<file path="src/rtl/blob_seq_pkg.sv">
// Shared types and defaults for the blob frame sequencer.
package blob_seq_pkg;

  typedef enum logic [2:0] {
    S_IDLE,
    S_ARM,
    S_RUN,
    S_DRAIN,
    S_END
  } state_t;

  localparam int H_ACTIVE_DEF = 640;
  localparam int V_ACTIVE_DEF = 480;
  localparam int N_FRAMES_DEF = 4;

  localparam int X_W   = 11;
  localparam int Y_W   = 10;
  localparam int CNT_W = 4;
  localparam int SUM_W = 16;

endpackage

</file>
<file path="src/rtl/blob_frame_sequencer_sync_rise_detect.sv">
// One-flop rising-edge detector; the history flop resets low so a level
// already high when reset releases is reported as a rise.
module sync_rise_detect (
  input  logic i_clk,
  input  logic i_rst_n,
  input  logic i_d,
  output logic o_rise
);

  logic d_q;

  always_ff @(posedge i_clk or negedge i_rst_n) begin
    if (!i_rst_n) d_q <= 1'b0;
    else          d_q <= i_d;
  end

  assign o_rise = i_d & ~d_q;

endmodule

</file>
<file path="src/rtl/blob_frame_sequencer.sv">
// Frame-level sequencer: arms on grayscale start, walks the active raster per
// frame, raises sticky blob end after N_FRAMES complete frames.
// Optional per-frame checksum when BLOB_SEQ_CHECKSUM_EN is defined.
//
// state   | meaning
// S_IDLE  | waiting for grayscale start
// S_ARM   | start seen, waiting for a frame boundary
// S_RUN   | accepting active pixels
// S_DRAIN | frame complete, waiting for the next boundary
// S_END   | blob finished, idle until reset
module blob_frame_sequencer
  import blob_seq_pkg::*;
#(
  parameter int H_ACTIVE = H_ACTIVE_DEF,
  parameter int V_ACTIVE = V_ACTIVE_DEF,
  parameter int N_FRAMES = N_FRAMES_DEF
) (
  input  logic             i_clk,
  input  logic             i_rst_n,
  input  logic             i_grayscale_start,
  input  logic             i_vsync,
  input  logic             i_pix_valid,
  input  logic [7:0]       i_pix_data,
  output logic             o_frame_active,
  output logic [X_W-1:0]   o_x,
  output logic [Y_W-1:0]   o_y,
  output logic             o_frame_done,
  output logic [CNT_W-1:0] o_frame_cnt,
  output logic             o_err_short,
  output logic             o_blob_end,
  output logic [SUM_W-1:0] o_frame_sum
);

  localparam logic [X_W-1:0]   X_LAST  = X_W'(H_ACTIVE - 1);
  localparam logic [Y_W-1:0]   Y_LAST  = Y_W'(V_ACTIVE - 1);
  localparam logic [CNT_W-1:0] CNT_MAX = CNT_W'(N_FRAMES);

  state_t             state_q, state_d;
  logic [X_W-1:0]     x_d;
  logic [Y_W-1:0]     y_d;
  logic [CNT_W-1:0]   cnt_d;
  logic               done_d;
  logic               err_d;
  logic               frame_start;
  logic               pix_accept;
  logic               vsync_rise;

  sync_rise_detect u_vsync_rise (
    .i_clk   (i_clk),
    .i_rst_n (i_rst_n),
    .i_d     (i_vsync),
    .o_rise  (vsync_rise)
  );

  always_comb begin
    state_d     = state_q;
    x_d         = o_x;
    y_d         = o_y;
    cnt_d       = o_frame_cnt;
    done_d      = 1'b0;
    err_d       = o_err_short;
    frame_start = 1'b0;
    pix_accept  = 1'b0;
    case (state_q)
      S_IDLE: begin
        if (i_grayscale_start) state_d = S_ARM;
      end
      S_ARM: begin
        if (vsync_rise) begin
          state_d     = S_RUN;
          frame_start = 1'b1;
        end
      end
      S_RUN: begin
        // a boundary wins over a coincident pixel, which is dropped
        if (vsync_rise) begin
          done_d      = 1'b1;
          err_d       = 1'b1;
          frame_start = 1'b1;
          state_d     = i_grayscale_start ? S_RUN : S_IDLE;
        end else if (i_pix_valid) begin
          pix_accept = 1'b1;
          if (o_x == X_LAST) begin
            x_d = '0;
            if (o_y == Y_LAST) begin
              y_d     = '0;
              done_d  = 1'b1;
              state_d = S_DRAIN;
              if (o_frame_cnt != CNT_MAX) cnt_d = o_frame_cnt + 1'b1;
            end else begin
              y_d = o_y + 1'b1;
            end
          end else begin
            x_d = o_x + 1'b1;
          end
        end
      end
      S_DRAIN: begin
        if (vsync_rise) begin
          if (o_frame_cnt == CNT_MAX) begin
            state_d = S_END;
          end else if (i_grayscale_start) begin
            state_d     = S_RUN;
            frame_start = 1'b1;
          end else begin
            state_d = S_IDLE;
          end
        end
      end
      S_END: begin
        state_d = S_END;
      end
      default: begin
        state_d = S_IDLE;
      end
    endcase
    if (frame_start) begin
      x_d = '0;
      y_d = '0;
    end
  end

  always_ff @(posedge i_clk or negedge i_rst_n) begin
    if (!i_rst_n) begin
      state_q        <= S_IDLE;
      o_frame_active <= 1'b0;
      o_x            <= '0;
      o_y            <= '0;
      o_frame_done   <= 1'b0;
      o_frame_cnt    <= '0;
      o_err_short    <= 1'b0;
      o_blob_end     <= 1'b0;
    end else begin
      state_q        <= state_d;
      o_frame_active <= (state_d == S_RUN);
      o_x            <= x_d;
      o_y            <= y_d;
      o_frame_done   <= done_d;
      o_frame_cnt    <= cnt_d;
      o_err_short    <= err_d;
      o_blob_end     <= (state_d == S_END);
    end
  end

`ifdef BLOB_SEQ_CHECKSUM_EN
  logic [SUM_W-1:0] acc_q;
  logic [SUM_W-1:0] acc_nxt;
  logic [SUM_W-1:0] sum_q;

  assign acc_nxt = acc_q + SUM_W'(i_pix_data);

  // the closing pixel of a complete frame is folded in as the sum latches
  always_ff @(posedge i_clk or negedge i_rst_n) begin
    if (!i_rst_n) begin
      acc_q <= '0;
      sum_q <= '0;
    end else begin
      if (frame_start)     acc_q <= '0;
      else if (pix_accept) acc_q <= acc_nxt;
      if (done_d)          sum_q <= pix_accept ? acc_nxt : acc_q;
    end
  end

  assign o_frame_sum = sum_q;
`else
  logic unused_cksum;
  assign unused_cksum = ^{i_pix_data, pix_accept};
  assign o_frame_sum  = '0;
`endif

endmodule
</file>
<file path="config.mk">
export PLATFORM = sky130hd
export DESIGN_NAME = blob_frame_sequencer
export DESIGN_NICKNAME = d
export VERILOG_FILES = /design/src/rtl/blob_seq_pkg.sv /design/src/rtl/blob_frame_sequencer_sync_rise_detect.sv /design/src/rtl/blob_frame_sequencer.sv
export SDC_FILE = /design/constraint.sdc
export NUM_CORES = 1
export LEC_CHECK = 0
export ABC_AREA = 1
export CAP_MARGIN = 0
export CORE_MARGIN = 4
export CORE_UTILIZATION = 45
export CTS_CLUSTER_DIAMETER = 40
export DETAILED_ROUTE_END_ITERATION = 12
export PLACE_DENSITY = 0.75
export SLEW_MARGIN = 20
export SYNTH_ARGS = -nofsm -noshare
export SYNTH_HDL_FRONTEND = slang
export SYNTH_SLANG_ARGS = --single-unit
</file>
<file path="constraint.sdc">
create_clock -name i_clk -period 1.8 [get_ports i_clk]
set_clock_uncertainty 0.1 [all_clocks]
set_input_delay 0.36 -clock i_clk [delete_from_list [all_inputs] [get_ports i_clk]]
set_output_delay 0.36 -clock i_clk [all_outputs]
set_load 0.05 [all_outputs]
</file>
==> flow_summary_export.csv <==
group,metric,value,unit
routing,ant_nets,0,
cts,cts_sinks,33,
synth,yosysTopAreaCellShare,37.2,%
setup_path,arrival,1780,ps
synth,synth-simple-area-share,41.5,%
routing,drt_iter0_drc,163,
cts,cts_resized,0,
floorplanning,die_h,78.3,µm
cts,cts_root_buffer,"clkbuf_8",
routing,wire_per_inst,11.3,µm
floorplanning,dieWidth,78.3,µm
global_route,gr-total-overflow,0,
setup_path,critical-path-top-delay-family,"simple AND/OR/NAND/NOR gates",
setup_path,cpMostUsedCell,"nand2_1",
cts,numCtsBuffers,5,
pwr,ir_drop,599,µV
timing,hold_slack,386,ps
timing,rsz0062_at_grt,"yes",
setup_path,cp.required,1870,ps
routing,drt_first_pass_iters,4,
setup_path,critPathKind,"in2reg",
synth,ys_seq_elements,33,
cts,cts_setup_buffers,0,
global_route,grt_max_degree,34,
synth,post-synth-top-area-cell,"dfrtp_1",
timing,finalCriticalPeriod,1710,ps
routing,wl,4990,µm
cts,ctsHoldBuffers,0,
timing,setup_viol,0,
synth,synthAdderAreaFrac,2.25,%
timing,slew_violations,0,
pwr,p_per_area,950,nW/µm²
routing,vias,2083,
layout,fillers,457,
global_route,antenna_found_initial,0,
layout,drive_above_1_share,25.1,%
routing,viasPerCell,4.72,
synth,yosysSeqAreaShare,37.2,%
timing,fmax,0.584,GHz
floorplanning,start_util,46.7,%
placement,dpl.hpwl,3840,µm
setup_path,end_kind,"register",
job,drv_cap,0,
placement,place_inst,434,
synth,synth_top_family_by_area,"simple AND/OR/NAND/NOR gates",
cts,clk_pin_slew,70,ps
floorplanning,rows,25,
floorplanning,ios,58,
setup_path,cp_cell_sequence,"clkdlybuf4s50_1, nand2_1, nor2_2, nand2_2, nand3_4, nand2_4, buf_4, nand2_1, nand2_1",
layout,diodes,0,
setup_path,slowest_stage,"clkdlybuf4s50_1",
global_route,grt_use_total,16.8,%
timing,fin_crit_sh,95.2,%
floorplanning,die_area,6130,µm²
routing,drc,0,
floorplanning,core_area,4750,µm²
layout,final-seq-area,833,µm²
synth,syn_area,2220,µm²
layout,final_cells,441,
cts,clk_latency,280,ps
timing,finalHoldViolCount,0,
setup_path,max_stage_delay,480,ps
global_route,grt_pass1_wl,8400,µm
synth,ys_types,27,
placement,gp_congestion,0.885,
setup_path,worstSetupStartpointType,"input port",
layout,fin_nets,391,
synth,avgSynthCellArea,7.05,µm²
synth,synth-xor-area-share,1.97,%
placement,port_buffers,33,
synth,synth_compound_area_share,2.98,%
cts,clock_path_buffers,2,
synth,synth_cells,315,
cts,tritoncts,"yes",
layout,synthToLayoutAreaGrowth,34.4,%
synth,synth_mux_area_share,0,%
synth,yosys_warnings,0,
layout,multiInputGateArea,1150,µm²
cts,htree_levels,2,
outcome,status,"complete, no violations",
setup_path,crit_fanout,6,
min_path,min_path_type,"in2async",
synth,synth_area_leaders,"dfrtp_1, nand2_1, nor2_1",
pwr,cellLeakagePower,1.60,nW
global_route,grt_pass1_vias,1949,
setup_path,path_buf_inv,2,
synthesized netlist by cell type, drive strengths merged:
master	n
nand3b	1
nor2	42
buf	20
inv	41
a41oi	1
conb	1
o21bai	1
nand3	32
xnor2	2
dfrtp	33
ha	4
a21oi	7
xor2	3
o21ai	3
nand4	14
nand2	110
kinds of logic after synthesis:
family | count (synthesis)
buffers and inverters | 61
adders and majority gates | 4
other | 1
and+or+nand+nor | 199
xor gates and xnor gates | 5
DFF | 33
AOI/OAI and AO/OA | 12
metal layers:
| layer | GRT usage (%) | share of wire [%] | vias up |
|---|---|---|---|
| met3 | 3.44 | 5.4 | 10 |
| met5 | 0 | 0 | - |
| met4 | 6.47 | 1.1 | 0 |
| met2 | 29.0 | 50 | 63 |
| met1 | 20.6 | 43 | 936 |
| li1 | - | - | 1074 |
path summary, 6_finish.rpt:
kind                                                 to  cells after the start  slack (ps)                  startpoint
worst max-delay path                 o_y[7]$_DFFE_PN0P_                      9          90                     i_vsync
worst min-delay path             o_frame_done$_DFF_PN0_                      2         390                     i_rst_n
worst max register to register       o_x[8]$_DFFE_PN0P_                     10         120  o_frame_cnt[0]$_DFFE_PN0P_
worst min register to register  o_err_short$_DFFE_PN0P_                      2         390     o_err_short$_DFFE_PN0P_
max in group asynchronous            o_y[0]$_DFFE_PN0P_                      2         890                     i_rst_n
min in group i_clk              o_err_short$_DFFE_PN0P_                      2         390     o_err_short$_DFFE_PN0P_
flip-flops by register name, indices dropped and copies added, names as in the netlist:
name / cells
o_y: 10
o_err_short: 1
u_vsync_rise.d_q: 1
o_blob_end: 1
state_q: 3
o_frame_active: 1
o_frame_done: 1
o_x: 11
o_frame_cnt: 4
power breakdown:
part	internal (mW)	total (mW)	switching, mW
logic	0.483	1.32	0.837
registers	0.848	0.957	0.109
clock network	0.303	0.561	0.257
total	1.63	2.84	1.20
through the flow:
step           TNS, ps  util, %  cell area, µm²  power [mW]  worst slack (ps)
5_1_grt          -4.89     62.8            2990        3.01             -4.89
3_5_place_dp     -3710     60.9            2890        2.28              -208
4_1_cts              0     62.7            2980        2.84              78.3
3_3_place_gp     -2240     60.9            2890        2.25              -146
2_1_floorplan        0        -            2290        1.81              4.64
6_report             0     62.8            2990        2.84              86.7
placed cells by master, fill, tap and decap left out, drive strengths merged:
master	Yosys	layout
dfrtp	33	33
nand3b	1	1
nand3	32	32
a21oi	7	7
clkdlybuf4s50	0	4
conb	1	16
buf	20	53
inv	41	41
clkbuf	0	7
o21ai	3	3
o21bai	1	1
nand4	14	14
xnor2	2	2
ha	4	4
a41oi	1	1
nor2	42	42
nand2	110	110
xor2	3	3
final cells by class:
| class | count | share of cell area [%] |
|---|---|---|
| inverter | 41 | 5.15 |
| multi-input combinational | 236 | 38.6 |
| tap | 67 | 2.81 |
| sequential | 33 | 27.9 |
| timing repair buffer | 57 | 22.6 |
| clock buffer | 7 | 2.89 |
No activity file was read; power rests on OpenSTA's default activity.
